--- src/rtl/uart_tx_mmio_pkg.sv ---
// Shared types and constants for the memory-mapped UART transmitter.
package uart_tx_mmio_pkg;

  // Transmit framing FSM states.
  typedef enum logic [1:0] {
    ST_IDLE  = 2'd0,
    ST_START = 2'd1,
    ST_DATA  = 2'd2,
    ST_STOP  = 2'd3
  } tx_state_e;

  // Default byte addresses of the two registers.
  localparam logic [31:0] DEF_TX_ADDR   = 32'h0000_0100;
  localparam logic [31:0] DEF_STAT_ADDR = 32'h0000_0104;

  // Bit positions inside the status word.
  localparam int STAT_BUSY_BIT  = 0;
  localparam int STAT_FULL_BIT  = 1;
  localparam int STAT_EMPTY_BIT = 2;
  localparam int STAT_OVF_BIT   = 3;

  // Bit of the store data that clears the sticky overflow flag.
  localparam int CLR_OVF_BIT = 3;

  // Assemble the 32-bit status word from the individual flags.
  function automatic logic [31:0] pack_status(input logic ovf, input logic empty,
                                              input logic full, input logic busy);
    logic [31:0] v;
    v                 = '0;
    v[STAT_OVF_BIT]   = ovf;
    v[STAT_EMPTY_BIT] = empty;
    v[STAT_FULL_BIT]  = full;
    v[STAT_BUSY_BIT]  = busy;
    return v;
  endfunction

endpackage

--- src/rtl/uart_tx_mmio_if.sv ---
// Store/load bus seen by the UART: core drives the access, UART returns status and hit.
interface uart_tx_mmio_if;
  logic        EN;
  logic [31:0] Address;
  logic [7:0]  RegData;
  logic [31:0] RData_out;
  logic        hit;

  modport master (
    output EN, Address, RegData,
    input  RData_out, hit
  );

  modport slave (
    input  EN, Address, RegData,
    output RData_out, hit
  );
endinterface

--- src/rtl/uart_tx_mmio_sync_fifo4x8.sv ---
// Four-entry byte FIFO with a combinational head so the transmitter can pop
// and load its shift register on the same edge.
module sync_fifo4x8 (
  input  logic       clk,
  input  logic       rst,
  input  logic       push,
  input  logic       pop,
  input  logic [7:0] din,
  output logic [7:0] dout,
  output logic       full,
  output logic       empty,
  output logic [2:0] count
);
  logic [1:0] r_wr_ptr;
  logic [1:0] r_rd_ptr;
  logic [2:0] r_count;
  logic [7:0] w_mem [4];
  logic       w_do_push;
  logic       w_do_pop;

  assign full      = (r_count == 3'd4);
  assign empty     = (r_count == 3'd0);
  assign count     = r_count;
  assign w_do_pop  = pop && !empty;
  // A pop on the same edge frees a slot, so a full FIFO still accepts the push.
  assign w_do_push = push && (!full || w_do_pop);
  assign dout      = w_mem[r_rd_ptr];

  genvar gi;
  generate
    for (gi = 0; gi < 4; gi++) begin : g_entry
      logic [7:0] r_data;
      // Slot captures the incoming byte only when the write pointer selects it.
      always_ff @(posedge clk) begin
        if (w_do_push && (r_wr_ptr == 2'(gi))) begin
          r_data <= din;
        end
      end
      assign w_mem[gi] = r_data;
    end
  endgenerate

  // Pointers wrap naturally at 4; occupancy tracks pushes minus pops.
  always_ff @(posedge clk) begin
    if (rst) begin
      r_wr_ptr <= 2'd0;
      r_rd_ptr <= 2'd0;
      r_count  <= 3'd0;
    end else begin
      if (w_do_push) r_wr_ptr <= r_wr_ptr + 2'd1;
      if (w_do_pop)  r_rd_ptr <= r_rd_ptr + 2'd1;
      case ({w_do_push, w_do_pop})
        2'b10:   r_count <= r_count + 3'd1;
        2'b01:   r_count <= r_count - 3'd1;
        default: r_count <= r_count;
      endcase
    end
  end

endmodule

--- src/rtl/uart_tx_mmio.sv ---
// Memory-mapped UART transmitter: stores to TX_ADDR queue bytes into a small
// FIFO, a framing FSM shifts them out 8N1, and STAT_ADDR exposes status.
module uart_tx_mmio
  import uart_tx_mmio_pkg::*;
#(
  parameter int unsigned CLKS_PER_BIT = 434,
  parameter logic [31:0] TX_ADDR      = DEF_TX_ADDR,
  parameter logic [31:0] STAT_ADDR    = DEF_STAT_ADDR
) (
  input  logic          clk,
  input  logic          rst,
  uart_tx_mmio_if.slave bus,
  output logic          UART_TXD
);
  localparam logic [15:0] BAUD_LAST = 16'(CLKS_PER_BIT - 1);

  tx_state_e   r_state;
  tx_state_e   w_state_next;
  logic [15:0] r_baud;
  logic [15:0] w_baud_next;
  logic [2:0]  r_bit_idx;
  logic [2:0]  w_bit_idx_next;
  logic [7:0]  r_shift;
  logic [7:0]  w_shift_next;
  logic        r_txd;
  logic        w_txd_next;
  logic        r_overflow;

  logic        w_tx_hit;
  logic        w_stat_hit;
  logic        w_push;
  logic        w_pop;
  logic        w_ovf_set;
  logic        w_ovf_clr;
  logic        w_baud_done;

  logic [7:0]  w_fifo_dout;
  logic        w_fifo_full;
  logic        w_fifo_empty;
  logic [2:0]  w_fifo_count;

  // Full-width decode; loads never touch state, only EN-qualified stores do.
  assign w_tx_hit   = (bus.Address == TX_ADDR);
  assign w_stat_hit = (bus.Address == STAT_ADDR);
  assign bus.hit    = w_tx_hit || w_stat_hit;
  assign w_push     = bus.EN && w_tx_hit;
  assign w_ovf_clr  = bus.EN && w_stat_hit && bus.RegData[CLR_OVF_BIT];
  // A byte is dropped only when the FIFO holds four entries and nothing leaves this edge.
  assign w_ovf_set  = w_push && !w_pop && (w_fifo_count == 3'd4);
  assign w_baud_done = (r_baud == BAUD_LAST);
  assign UART_TXD   = r_txd;

  sync_fifo4x8 u_fifo (
    .clk   (clk),
    .rst   (rst),
    .push  (w_push),
    .pop   (w_pop),
    .din   (bus.RegData),
    .dout  (w_fifo_dout),
    .full  (w_fifo_full),
    .empty (w_fifo_empty),
    .count (w_fifo_count)
  );

  // Status word is driven only while the status register is addressed.
  always_comb begin
    bus.RData_out = '0;
    if (w_stat_hit) begin
      bus.RData_out = pack_status(r_overflow, w_fifo_empty, w_fifo_full,
                                  r_state != ST_IDLE);
    end
  end

  // Framing FSM next-state: line level is registered, so each transition
  // also decides the level of the next bit.
  always_comb begin
    w_state_next   = r_state;
    w_baud_next    = r_baud + 16'd1;
    w_bit_idx_next = r_bit_idx;
    w_shift_next   = r_shift;
    w_txd_next     = r_txd;
    w_pop          = 1'b0;
    case (r_state)
      ST_IDLE: begin
        w_baud_next = 16'd0;
        if (!w_fifo_empty) begin
          w_pop        = 1'b1;
          w_shift_next = w_fifo_dout;
          w_state_next = ST_START;
          w_txd_next   = 1'b0;
        end
      end
      ST_START: begin
        if (w_baud_done) begin
          w_baud_next    = 16'd0;
          w_bit_idx_next = 3'd0;
          w_state_next   = ST_DATA;
          w_txd_next     = r_shift[0];
        end
      end
      ST_DATA: begin
        if (w_baud_done) begin
          w_baud_next = 16'd0;
          if (r_bit_idx == 3'd7) begin
            w_bit_idx_next = 3'd0;
            w_state_next   = ST_STOP;
            w_txd_next     = 1'b1;
          end else begin
            w_bit_idx_next = r_bit_idx + 3'd1;
            w_shift_next   = {1'b0, r_shift[7:1]};
            w_txd_next     = r_shift[1];
          end
        end
      end
      ST_STOP: begin
        if (w_baud_done) begin
          w_baud_next = 16'd0;
          // Chain straight into the next start bit when more data is waiting.
          if (!w_fifo_empty) begin
            w_pop        = 1'b1;
            w_shift_next = w_fifo_dout;
            w_state_next = ST_START;
            w_txd_next   = 1'b0;
          end else begin
            w_state_next = ST_IDLE;
            w_txd_next   = 1'b1;
          end
        end
      end
      default: begin
        w_state_next = ST_IDLE;
        w_baud_next  = 16'd0;
        w_txd_next   = 1'b1;
      end
    endcase
  end

  // Framing FSM registers; reset aborts any frame and returns the line high.
  always_ff @(posedge clk) begin
    if (rst) begin
      r_state   <= ST_IDLE;
      r_baud    <= 16'd0;
      r_bit_idx <= 3'd0;
      r_shift   <= 8'd0;
      r_txd     <= 1'b1;
    end else begin
      r_state   <= w_state_next;
      r_baud    <= w_baud_next;
      r_bit_idx <= w_bit_idx_next;
      r_shift   <= w_shift_next;
      r_txd     <= w_txd_next;
    end
  end

  // Sticky overflow flag; a drop on the same edge as a clear keeps it set.
  always_ff @(posedge clk) begin
    if (rst) begin
      r_overflow <= 1'b0;
    end else if (w_ovf_set) begin
      r_overflow <= 1'b1;
    end else if (w_ovf_clr) begin
      r_overflow <= 1'b0;
    end
  end

endmodule

--- src/flat_wrapper.sv ---
// flat-port wrapper written by rule: the top's interface ports become plain ports
module uart_tx_mmio_flat import uart_tx_mmio_pkg::*;
#(
  parameter int unsigned CLKS_PER_BIT = 434,
  parameter logic [31:0] TX_ADDR      = DEF_TX_ADDR,
  parameter logic [31:0] STAT_ADDR    = DEF_STAT_ADDR
)
  (clk, rst, UART_TXD, bus_EN, bus_Address, bus_RegData, bus_RData_out, bus_hit);
  uart_tx_mmio_if bus_i ();
  input  logic clk;
  input  logic rst;
  output logic UART_TXD;
  input wire logic [$bits(bus_i.EN)-1:0] bus_EN;
  input wire logic [$bits(bus_i.Address)-1:0] bus_Address;
  input wire logic [$bits(bus_i.RegData)-1:0] bus_RegData;
  output wire logic [$bits(bus_i.RData_out)-1:0] bus_RData_out;
  output wire logic [$bits(bus_i.hit)-1:0] bus_hit;
  assign bus_i.EN = bus_EN;
  assign bus_i.Address = bus_Address;
  assign bus_i.RegData = bus_RegData;
  assign bus_RData_out = bus_i.RData_out;
  assign bus_hit = bus_i.hit;
  uart_tx_mmio #(.CLKS_PER_BIT(CLKS_PER_BIT), .TX_ADDR(TX_ADDR), .STAT_ADDR(STAT_ADDR)) u_core (.clk(clk), .rst(rst), .bus(bus_i), .UART_TXD(UART_TXD));
endmodule
--- config.mk ---
export PLATFORM = sky130hd
export DESIGN_NAME = uart_tx_mmio_flat
export DESIGN_NICKNAME = d
export VERILOG_FILES = /design/src/rtl/uart_tx_mmio_pkg.sv /design/src/rtl/uart_tx_mmio_if.sv /design/src/rtl/uart_tx_mmio_sync_fifo4x8.sv /design/src/rtl/uart_tx_mmio.sv /design/src/flat_wrapper.sv
export SDC_FILE = /design/constraint.sdc
export NUM_CORES = 1
export LEC_CHECK = 0
export ABC_CLOCK_PERIOD_IN_PS = 4300
export BUFFER_PORTS_ARGS = -buffer_cell sky130_fd_sc_hd__buf_2
export CORE_ASPECT_RATIO = 1.1
export CORE_MARGIN = 5
export CORE_UTILIZATION = 54
export CTS_BUF_LIST = sky130_fd_sc_hd__clkbuf_8 sky130_fd_sc_hd__clkbuf_16
export DETAILED_ROUTE_END_ITERATION = 10
export HOLD_SLACK_MARGIN = 0.1
export PLACE_DENSITY = 0.79
export SLEW_MARGIN = 40
export SYNTH_ARGS = -nofsm -noshare
export SYNTH_HDL_FRONTEND = slang
export SYNTH_SLANG_ARGS = --single-unit
--- constraint.sdc ---
create_clock -name clk -period 4.3 [get_ports clk]
set_input_delay 0.86 -clock clk [delete_from_list [all_inputs] [get_ports clk]]
set_output_delay 0.86 -clock clk [all_outputs]
set_load 0.03 [all_outputs]
==> summary.txt <==
Status: finished clean
DIE HEIGHT: 94.4 um
Cell Int Power: 1.26 mW
Top cells by area, synth: edfxtp_1, dfxtp_1, buf_4
Max incr delay on CP: 0.49 ns
Post-Place Worst Slack: 1.05 ns
Synth Flop Type: dfxtp_1
Layout area overhead: 11.2%
Syn. warnings: 0
CTS tree: yes
Worst-margin pin slew: 0.715 ns
RSZ-0062 raised after global routing: false
CTS Buf Count: 9
Leakage: 1.49 nW
Io pins: 77
Hold crit path type: flip-flop to flip-flop
Total grt overflow: 0
Post-CTS Repair Setup Buffers: 0
Post-synth EDFFs: 32
Via/cell ratio: 5.19
Worst-path clk slew: 0.08 ns
Slowest CP cell: or3b_2
H-tree Lvls: 3
Final setup violation count: 0
DRT Pass-1 Iters: 4
Register area share after synthesis: 49.2%
Initial antenna violation count: 0
Post-Syn Area: 3500 um2
CP required: 4.59 ns
Min Tclk post-route: 3.30 ns
Power, Total: 1.92 mW
NetSw: 0.664 mW
Hold Slack: 0.467 ns
Crit start category: flip-flop
Max VDD drop: 0.291 mV
Fraction of layout instances using a drive strength above 1: 24.3%
Share of the synthesized area in the top cell type: 27.5%
Yosys cell types: 47
Root Driver: clkbuf_8
PortBufs: 48
Cell row count: 30
WP buf/inv: 1
Hold_buf cts: 0
Vias in the first global route: 2244
Via count: 2334
Die width: 86.7 um
Sequential power share: 42.7%
Max Used Layer: met4
Drt initial violations: 89
Core Region: 6230 um2
Initial Util: 56.1%
# resized after CTS: 0
Largest net degree at the start of global routing: 31
DR WL met3: 318 um
CP delay by family, top: simple AND/OR/NAND/NOR gates
Final Cycle Share: 76.7%
Critical path class: flip-flop to flip-flop
Async set-reset flop share out of synthesis: 0%
Max-cap check violation count: 0
Worst path arrival time: 3.59 ns
DIE AREA: 8190 um2
Pwr Density: 494 nW/um2
Final Hold Fails: 0
Met1 wire length: 2.55 mm
GPL Wtd Cong: 0.792
Achievable Freq: 303 MHz
Register bit count reported by yosys: 70
ANT nets after route: 0
Final nets: 422
Clk_skew: 0.00684 ns
Wire length on met2: 3.10 mm
CP Capture Type: flip-flop
Crit-path cells: ha_1 -> or3b_2 -> nor4_4 -> a31oi_1 -> buf_4 -> or2_2 -> fa_1 -> or3b_2 -> a31oi_1 -> nand4b_1
Design area: 3890 um2
Commonest non-fill, non-tap cell in the layout: buf_2
Comb power frac: 31.5%
Clock buffer depth: 2
Cell taking the most area after synthesis: edfxtp_1
Net switching fraction of the power: 34.6%
Max-slew headroom: 52.0%
DPL Wire Length: 4.41 mm
Latest clock arrival within the worst-skew pair: 0.35 ns
Most frequent cells in the layout: buf_2, nor2_1, dfxtp_1
Routed length per instance: 13.5 um
Clock share of power: 25.7%
Crit-path max FO: 12
GRT Util Overall: 15.6%
Ant. Diodes: 0
First-pass GRT wire length: 9.90 mm
Placed Area: 3700 um2
DRT Wirelength: 6.09 mm
Slew Viols, Final: 0
Setup WS post-layout: 1.00 ns
Synth Area per Inst: 11.0 um2
Drt drc: 0
CTS sink count: 70
Final setup TNS: 0 ns
Mapped Cells: 317
==> synthesized netlist by cell type (2+ instances only) <==
cell type,count
a21oi_1,8
a31oi_1,2
and2_1,6
and3_1,2
and4_1,2
buf_4,28
clkbuf_1,9
dfxtp_1,38
edfxtp_1,32
ha_1,13
inv_1,10
mux2_2,9
mux2i_1,9
mux4_2,8
nand2_1,13
nand2b_1,3
nand3_1,9
nand4_1,7
nor2_1,38
nor2b_1,3
nor3_1,7
nor3b_1,3
nor4_1,7
o21ai_0,7
o41ai_1,2
or2_2,2
or3_1,3
or3b_2,2
or4_1,2
or4_4,2
xnor2_1,8
xor2_1,8
==> sequential cells by signal, summed over array words and instances, names as in the netlist <==
signal,cells
u_core.u_fifo.g_entry.r_data,32
u_core.r_baud,16
u_core.r_shift,8
u_core.r_bit_idx,3
u_core.u_fifo.count,3
u_core.r_state,2
u_core.u_fifo.r_rd_ptr,2
u_core.u_fifo.r_wr_ptr,2
u_core.UART_TXD,1
u_core.r_overflow,1
==> metrics by stage <==
step | cells | util [%]
detailed placement | 434 | 59.4
global route | 450 | 62.4
CTS | 450 | 62.4
floorplan | 344 | -
global placement | 434 | 59.3
finish | 450 | 62.4
==> final timing paths <==
check	startpoint	endpoint	slack, ns	cells after the start
worst max-delay path	u_core.r_baud[0]	u_core.u_fifo.count[2]	1.00	10
worst min-delay path	u_core.UART_TXD	u_core.UART_TXD	0.47	1
worst max register to register	u_core.r_baud[0]	u_core.u_fifo.count[2]	1.00	10
worst min register to register	u_core.UART_TXD	u_core.UART_TXD	0.47	1
==> power by group through the flow <==
stage / sequential (mW) / combinational [mW] / clock (mW)
global placement: 0.835 / 0.587 / 0
floorplan: 0.810 / 0.523 / 0
global route: 0.834 / 0.676 / 0.542
CTS: 0.823 / 0.606 / 0.509
detailed placement: 0.838 / 0.602 / 0
finish: 0.821 / 0.606 / 0.494
==> layout make-up <==
cell class                      count  area (um2)
Clock inverter                      7        62.6
Fill cell                         507        2340
Sequential cell                    70        1720
Timing Repair Buffer               49         248
Inverter                           10        37.5
Tap cell                           80         100
Clock buffer                        9         124
Multi-Input combinational cell    225        1600
==> kinds of logic after synthesis <==
logic type                 Yosys count  share of synthesized area, %
muxes                               27                          10.9
AOI/OAI and AO/OA                   24                          4.22
buffers and inverters               49                          8.30
and+or+nand+nor                    116                          18.0
DFF                                 70                          49.2
other                                1                         0.107
adders and majority gates           14                          5.22
xor gates and xnor gates            16                          4.01
==> per-layer routing <==
metal	track usage, %	vias to the layer above
met5	0	-
met4	8.31	0
met3	3.84	13
met2	27.2	64
met1	17.6	1081
li1	-	1176
==> worst register-to-register path: stages, from the launching register on <==
cell	delay (ns)
dfxtp_1	0.40
ha_1	0.16
or3b_2	0.49
nor4_4	0.37
a31oi_1	0.17
buf_4	0.20
or2_2	0.31
fa_1	0.42
or3b_2	0.48
a31oi_1	0.13
nand4b_1	0.12
Note: power is estimated with default switching activity, not from simulation.
